==> config.mk <==
export PLATFORM = sky130hd
export DESIGN_NAME = ppu_vram_bus_master
export DESIGN_NICKNAME = d
export VERILOG_FILES = /design/src/rtl/ppu_bus_pkg.sv /design/src/rtl/ppu_bus_timer.sv /design/src/rtl/ppu_vram_bus_master.sv
export SDC_FILE = /design/constraint.sdc
export NUM_CORES = 1
export LEC_CHECK = 0
export CELL_PAD_IN_SITES_DETAIL_PLACEMENT = 1
export CELL_PAD_IN_SITES_GLOBAL_PLACEMENT = 2
export CORE_MARGIN = 10
export CORE_UTILIZATION = 29
export DETAILED_ROUTE_END_ITERATION = 8
export PLACE_DENSITY = 0.8
export SYNTH_ARGS = -nofsm -noshare
export SYNTH_HDL_FRONTEND = slang
export SYNTH_SLANG_ARGS = --single-unit
==> constraint.sdc <==
create_clock -name clk -period 1.8 [get_ports clk]
set_input_delay 0.18 -clock clk [delete_from_list [all_inputs] [get_ports clk]]
set_output_delay 0.18 -clock clk [all_outputs]
set_load 0.1 [all_outputs]
==> src/rtl/ppu_bus_pkg.sv <==
// ppu_bus_pkg: shared types and constants for the PPU VRAM bus master.
package ppu_bus_pkg;
    typedef enum logic [2:0] {IDLE, ALE, HOLD, STROBE, RECOVER} state_t;
    localparam int AD_W        = 8;
    localparam int PA_W        = 14;
    localparam int ALE_CYC_MIN = 1;
    localparam int STB_CYC_MIN = 1;
endpackage

==> src/rtl/ppu_bus_timer.sv <==
// ppu_bus_timer: loadable down-counter that stops at zero and flags it.
module ppu_bus_timer #(
    parameter int W = 2
) (
    input  logic         clk,
    input  logic         reset,
    input  logic         load,
    input  logic [W-1:0] load_val,
    output logic         zero
);
    logic [W-1:0] cnt;
    assign zero = cnt == '0;
    always_ff @(posedge clk) begin
        if (reset) cnt <= '0;
        else if (load) cnt <= load_val;
        else if (!zero) cnt <= cnt - 1'b1;
    end
endmodule

==> src/rtl/ppu_vram_bus_master.sv <==
// ppu_vram_bus_master: multiplexed VRAM bus initiator (ALE address phase, then /RD or /WR data phase).
module ppu_vram_bus_master
    import ppu_bus_pkg::*;
#(
    parameter int ALE_CYC = 1,
    parameter int STB_CYC = 2
) (
    input  logic              clk,
    input  logic              reset,
    input  logic              req_valid,
    output logic              req_ready,
    input  logic              req_we,
    input  logic [PA_W-1:0]   req_addr,
    input  logic [AD_W-1:0]   req_wdata,
    output logic              rd_valid,
    output logic [AD_W-1:0]   rd_data,
    output logic              ale,
    output logic [AD_W-1:0]   ad_out,
    output logic              ad_oe,
    input  logic [AD_W-1:0]   ad_in,
    output logic [PA_W-AD_W-1:0] pa_hi,
    output logic              n_rd,
    output logic              n_wr
);
    localparam int ALE_N = ALE_CYC < ALE_CYC_MIN ? ALE_CYC_MIN : ALE_CYC;
    localparam int STB_N = STB_CYC < STB_CYC_MIN ? STB_CYC_MIN : STB_CYC;
    localparam int T_MAX = ALE_N > STB_N ? ALE_N : STB_N;
    localparam int TW    = $clog2(T_MAX + 1);

    state_t              state, state_n;
    logic                acc, t_load, t_zero;
    logic [TW-1:0]       t_val;
    logic                we_q, we_n;
    logic [PA_W-1:0]     addr_q, addr_n;
    logic [AD_W-1:0]     wdata_q, wdata_n;
    logic                ale_n, oe_n, nrd_n, nwr_n, rdv_n;
    logic [AD_W-1:0]     out_n;
    logic [PA_W-AD_W-1:0] pa_n;

    assign req_ready = (state == IDLE || state == RECOVER) && !reset;
    assign acc       = req_valid && req_ready;

    ppu_bus_timer #(.W(TW)) u_timer (
        .clk      (clk),
        .reset    (reset),
        .load     (t_load),
        .load_val (t_val),
        .zero     (t_zero)
    );

    always_comb begin
        state_n = state;
        t_load  = 1'b0;
        t_val   = TW'(ALE_N - 1);
        case (state)
            IDLE:    if (acc) begin state_n = ALE; t_load = 1'b1; end
            ALE:     if (t_zero) state_n = HOLD;
            HOLD:    begin state_n = STROBE; t_load = 1'b1; t_val = TW'(STB_N - 1); end
            STROBE:  if (t_zero) state_n = RECOVER;
            RECOVER: begin state_n = acc ? ALE : IDLE; t_load = acc; end
            default: state_n = IDLE;
        endcase
        // Outputs are registered, so they are computed for the state being entered.
        we_n    = acc ? req_we : we_q;
        addr_n  = acc ? req_addr : addr_q;
        wdata_n = acc ? req_wdata : wdata_q;
        ale_n   = state_n == ALE;
        oe_n    = state_n == ALE ? 1'b1 : state_n == HOLD ? ad_oe : state_n == IDLE ? 1'b0 : we_n;
        out_n   = state_n == ALE ? addr_n[AD_W-1:0] :
                  ((state_n == STROBE || state_n == RECOVER) && we_n) ? wdata_n : ad_out;
        pa_n    = state_n == ALE ? addr_n[PA_W-1:AD_W] : pa_hi;
        nrd_n   = !(state_n == STROBE && !we_n);
        nwr_n   = !(state_n == STROBE && we_n);
        rdv_n   = state_n == RECOVER && !we_n;
    end

    always_ff @(posedge clk) begin
        if (reset) begin
            state    <= IDLE;
            we_q     <= 1'b0;
            addr_q   <= '0;
            wdata_q  <= '0;
            ale      <= 1'b0;
            ad_oe    <= 1'b0;
            ad_out   <= '0;
            pa_hi    <= '0;
            n_rd     <= 1'b1;
            n_wr     <= 1'b1;
            rd_valid <= 1'b0;
            rd_data  <= '0;
        end else begin
            state    <= state_n;
            we_q     <= we_n;
            addr_q   <= addr_n;
            wdata_q  <= wdata_n;
            ale      <= ale_n;
            ad_oe    <= oe_n;
            ad_out   <= out_n;
            pa_hi    <= pa_n;
            n_rd     <= nrd_n;
            n_wr     <= nwr_n;
            rd_valid <= rdv_n;
            if (state == STROBE && t_zero && !we_q) rd_data <= ad_in;
        end
    end
endmodule

==> flow_summary.rst, run 1 <==
.. list-table::
   :header-rows: 1

   * - Metric
     - Value
   * - Post-Syn Area per Cell
     - between 10 and 15 µm²
   * - Tightest Pin Transition
     - roughly 0.36 ns
   * - Pwr per Cell Area
     - approximately 1400 nW/µm²
   * - Period minus WS final
     - around 1.6 ns
   * - Total leakage power
     - about 1.3 nW
   * - Number of routed nets with antenna violations
     - 0
   * - Drt drc
     - 0
   * - Ordered cell list for the critical path
     - buf_4 > nand2_4 > xnor2_1 > or4b_1 > o211ai_1
   * - Horiz. Die Dim
     - roughly 110 µm
   * - Clk slew on worst S/H paths
     - about 0.1 ns
   * - Tot Pwr
     - between 4 and 5 mW
   * - Half-perimeter wire length of the detailed placement result
     - 4300 µm
   * - Count of endpoints failing hold in the final timing report
     - 0
   * - Destination of the worst register-to-register timing path
     - ad_oe
   * - Cell taking the most area after synthesis
     - sky130_fd_sc_hd__dfxtp_1
   * - Category of the critical setup timing path
     - reg2reg
   * - Flip-flop cell with the highest count after synthesis
     - sky130_fd_sc_hd__dfxtp_1
   * - Count of final max-slew check failures
     - 0
   * - Fraction of final layout cells sized beyond drive strength 1
     - a little over a quarter
   * - Hold Path Depth
     - 4
   * - Hold crit path type
     - in2reg
   * - CTS H-tree lvls
     - 2
   * - Share of the core filled with cells in the final layout
     - between 40% and 50%
   * - Post-synthesis cell type count
     - 36
   * - Most frequently used cell type in the post-synthesis netlist
     - sky130_fd_sc_hd__dfxtp_1
   * - Setup slack of the most critical reg-to-reg path
     - between 0.15 and 0.2 ns
   * - Number of cells produced by synthesis
     - 201
   * - Highest cell delay on the worst timing path
     - around 0.47 ns
   * - Worst Min Path Start
     - reset
   * - Number of fillers in the final layout
     - roughly 840
   * - Row count
     - 31
   * - Aggregate global-route resource usage
     - about 10%
   * - Synthesis warning total
     - 0
   * - Floorplan die area
     - about 11000 µm²
   * - Wire length of the first global-routing pass
     - 9380 µm
   * - Violation count after the first detailed-routing iteration
     - 33
   * - Endpoint arrival time on the critical path
     - around 1.9 ns
   * - Sequential fraction of the synthesis area
     - approximately half
   * - Source-to-sink clock delay at the later pin of the worst-skew pair
     - about 0.31 ns
   * - Total via count after detailed routing
     - 1687
   * - Nets in the synthesized netlist
     - 236
   * - Final Wtd Congestion
     - ~0.7
   * - CP max stage cell
     - sky130_fd_sc_hd__dfxtp_1
   * - Hold buffer count at CTS
     - 0
   * - Placed inst area
     - approximately 3000 µm²
   * - Wire per inst
     - roughly 15 µm
   * - Via count of the first global-routing pass
     - ~1800
   * - Dominant cells by area after synthesis
     - sky130_fd_sc_hd__dfxtp_1 (51%), sky130_fd_sc_hd__mux2i_1 (15%), sky130_fd_sc_hd__nor2_1 (7.3%)
   * - Destination of the worst hold path
     - n_rd
   * - Kind of launch point of the worst setup path
     - flop
   * - Count of state elements after synthesis
     - 55
   * - Clock tree root driver cell
     - sky130_fd_sc_hd__clkbuf_8
   * - Final-report setup violation count
     - 0
   * - Yosys top cell area share
     - roughly 51%
   * - Setup crit end kind
     - flop
   * - Most frequent cells after synthesis
     - sky130_fd_sc_hd__dfxtp_1 (55), sky130_fd_sc_hd__nor2_1 (42), sky130_fd_sc_hd__mux2i_1 (32)
   * - Initial DRT Pass Iterations
     - 3
   * - Clk sinks
     - 55
   * - Source of the worst register-to-register timing path
     - state[0]
   * - Count of input and output buffers
     - 61
   * - Clock tree from TritonCTS
     - done
   * - Unrepaired setup endpoints after global routing
     - no
   * - Worst VDD drop
     - 382 µV
   * - I/O pin count
     - 62
   * - Finished Layout Cells
     - approximately 380
   * - Die H
     - ~110 µm
   * - Mapped cell area
     - between 2000 and 2500 µm²
   * - Total number of nets in the final design
     - approximately 320
   * - Post-synth EDFFs
     - 0
   * - Total global routing overflow
     - 0
   * - Area of all placed cells without fillers
     - 3060 µm²
   * - Starting Density
     - 29.9%
   * - Portion of the clock cycle consumed by the worst path in the final layout
     - about nine tenths
   * - Crit path required time
     - between 2 and 2.5 ns
   * - Total placed cells including tap cells
     - approximately 370
   * - Top fanout value on the critical path
     - 7
   * - Number of buffers created by CTS
     - 5
   * - Overall routed net length
     - 5650 µm
   * - Maximum operating frequency
     - around 600 MHz
   * - Outcome
     - completed
   * - Largest net degree at the start of global routing
     - 26
   * - Normalized max-slew margin
     - approximately three quarters
   * - Number of antenna diodes
     - 0
   * - Core Footprint
     - about 7300 µm²
   * - Antenna violations before repair
     - 0
   * - Number of cells traversed by the worst register-to-register path
     - 5
   * - Share of async-settable or async-resettable flops after synthesis
     - 0%
   * - Signed area change from the synthesized netlist to the final layout
     - 40.9%
   * - Maximum buffer depth of the clock tree
     - 2
   * - Hold_ws
     - between 0.3 and 0.4 ns
   * - Maximum Capacitance Violations
     - 0
   * - Via density per instance
     - approximately 4.4
   * - Clock skew
     - 0.0148 ns
worst max path at each step:
| stage | from | endpoint | slack (ns) | cells after the start |
|---|---|---|---|---|
| after global routing | state[1] | ad_out[0] | 0.02 | 5 |
| after detailed placement | req_valid | ad_out[4] | -0.1 | 6 |
| final | state[0] | ad_oe | 0.15 | 5 |
| after floorplan | ad_oe | ad_oe | 0.17 | 2 |
| after CTS | u_timer.cnt[0] | pa_hi[4] | 0.05 | 7 |
| after global placement | req_valid | ad_out[7] | -0.05 | 6 |
kinds of logic after synthesis:
group	share of synthesized area [%]
AOI/OAI and AO/OA	12.3
xor gates and xnor gates	0.807
adders and majority gates	0.576
buffers and inverters	5.71
DFF	50.7
muxes	14.8
and+or+nand+nor	15.1
area by class of cell:
class | count | area, µm² | area share [%]
Clock buffer | 6 | 72.6 | 2.37
Clock inverter | 2 | 38.8 | 1.27
Inverter | 5 | 18.8 | 0.614
Multi-Input combinational cell | 130 | 962 | 31.5
Sequential cell | 55 | 1100 | 36.0
Tap cell | 99 | 124 | 4.05
Timing Repair Buffer | 85 | 741 | 24.2
worst max-delay path: cells and delay by family (launching register included):
kind / cells / cell delay [ns]
compound gates: 1 / 0.17
xor+xnor: 1 / 0.15
buf+inv: 1 / 0.22
flops: 1 / 0.47
simple gates: 2 / 0.56
registers in the layout (all words and copies together) (netlist names), 2 cells and up:
name	flops
wdata_q	8
state	3
addr_q	14
u_timer.cnt	2
ad_out	8
rd_data	8
pa_hi	6
routing by layer:
metal  vias up  share of wire, %  global-route usage (%)
met5         -                 0                       0
li1        859                 -                       -
met3         5               3.7                    2.60
met2        28                52                    18.2
met4         0               1.2                    3.48
met1       795                43                    11.6
report_power, final:
group	total (mW)	internal, mW	switching, mW
combinational	2.08	0.703	1.37
sequential	1.52	1.41	0.113
clock	0.822	0.421	0.402
placed cells by master (no fill, tap or decap):
master / Yosys / routed
sky130_fd_sc_hd__ha_2: 0 / 1
sky130_fd_sc_hd__inv_1: 5 / 5
sky130_fd_sc_hd__a211oi_2: 6 / 6
sky130_fd_sc_hd__nor2b_1: 2 / 2
sky130_fd_sc_hd__or4b_1: 1 / 1
sky130_fd_sc_hd__nor2_1: 42 / 42
sky130_fd_sc_hd__inv_6: 0 / 1
sky130_fd_sc_hd__o21ai_1: 1 / 1
sky130_fd_sc_hd__dfxtp_1: 55 / 55
sky130_fd_sc_hd__xnor2_1: 2 / 2
sky130_fd_sc_hd__and2_1: 1 / 1
sky130_fd_sc_hd__nand2_2: 0 / 1
sky130_fd_sc_hd__o22ai_1: 8 / 8
sky130_fd_sc_hd__nand3_1: 1 / 1
sky130_fd_sc_hd__nand2_4: 1 / 1
sky130_fd_sc_hd__nand3b_1: 1 / 1
sky130_fd_sc_hd__nor3_4: 1 / 2
sky130_fd_sc_hd__nand2b_1: 2 / 2
sky130_fd_sc_hd__a211o_1: 1 / 1
sky130_fd_sc_hd__buf_2: 1 / 1
sky130_fd_sc_hd__buf_12: 2 / 2
sky130_fd_sc_hd__clkbuf_1: 0 / 1
sky130_fd_sc_hd__a21o_1: 8 / 8
sky130_fd_sc_hd__a21oi_1: 3 / 3
sky130_fd_sc_hd__a311oi_2: 1 / 1
sky130_fd_sc_hd__nand2_1: 2 / 1
sky130_fd_sc_hd__o211ai_1: 1 / 1
sky130_fd_sc_hd__o21ai_0: 2 / 2
sky130_fd_sc_hd__clkbuf_8: 0 / 5
sky130_fd_sc_hd__clkdlybuf4s50_1: 0 / 32
sky130_fd_sc_hd__bufinv_16: 0 / 1
sky130_fd_sc_hd__nor4_1: 1 / 1
sky130_fd_sc_hd__nor3_1: 3 / 2
sky130_fd_sc_hd__or4b_4: 1 / 1
sky130_fd_sc_hd__nor3b_1: 3 / 3
sky130_fd_sc_hd__nor4b_4: 1 / 1
sky130_fd_sc_hd__mux2i_1: 32 / 32
sky130_fd_sc_hd__buf_4: 1 / 50
sky130_fd_sc_hd__o31ai_4: 1 / 1
repair_timing:
item,in CTS,in global routing
gates resized for setup,0,2
setup endpoints to repair,0,12
buffers inserted,0,0
through the flow:
stage	setup WS (ns)	TNS [ns]
floorplan	0.167	0
global placement	-0.0514	-0.447
detailed placement	-0.0959	-0.976
CTS	0.0530	0
global route	0.0218	0
finish	0.155	0
(Power assumes the default switching activity.)
==> inputs of run 2 (changes only) <==
Settings changed: CTS_CLUSTER_DIAMETER set to 80.
==> results of run 2 <==
Final layout, timing and power as in run 1 (identical DEF).
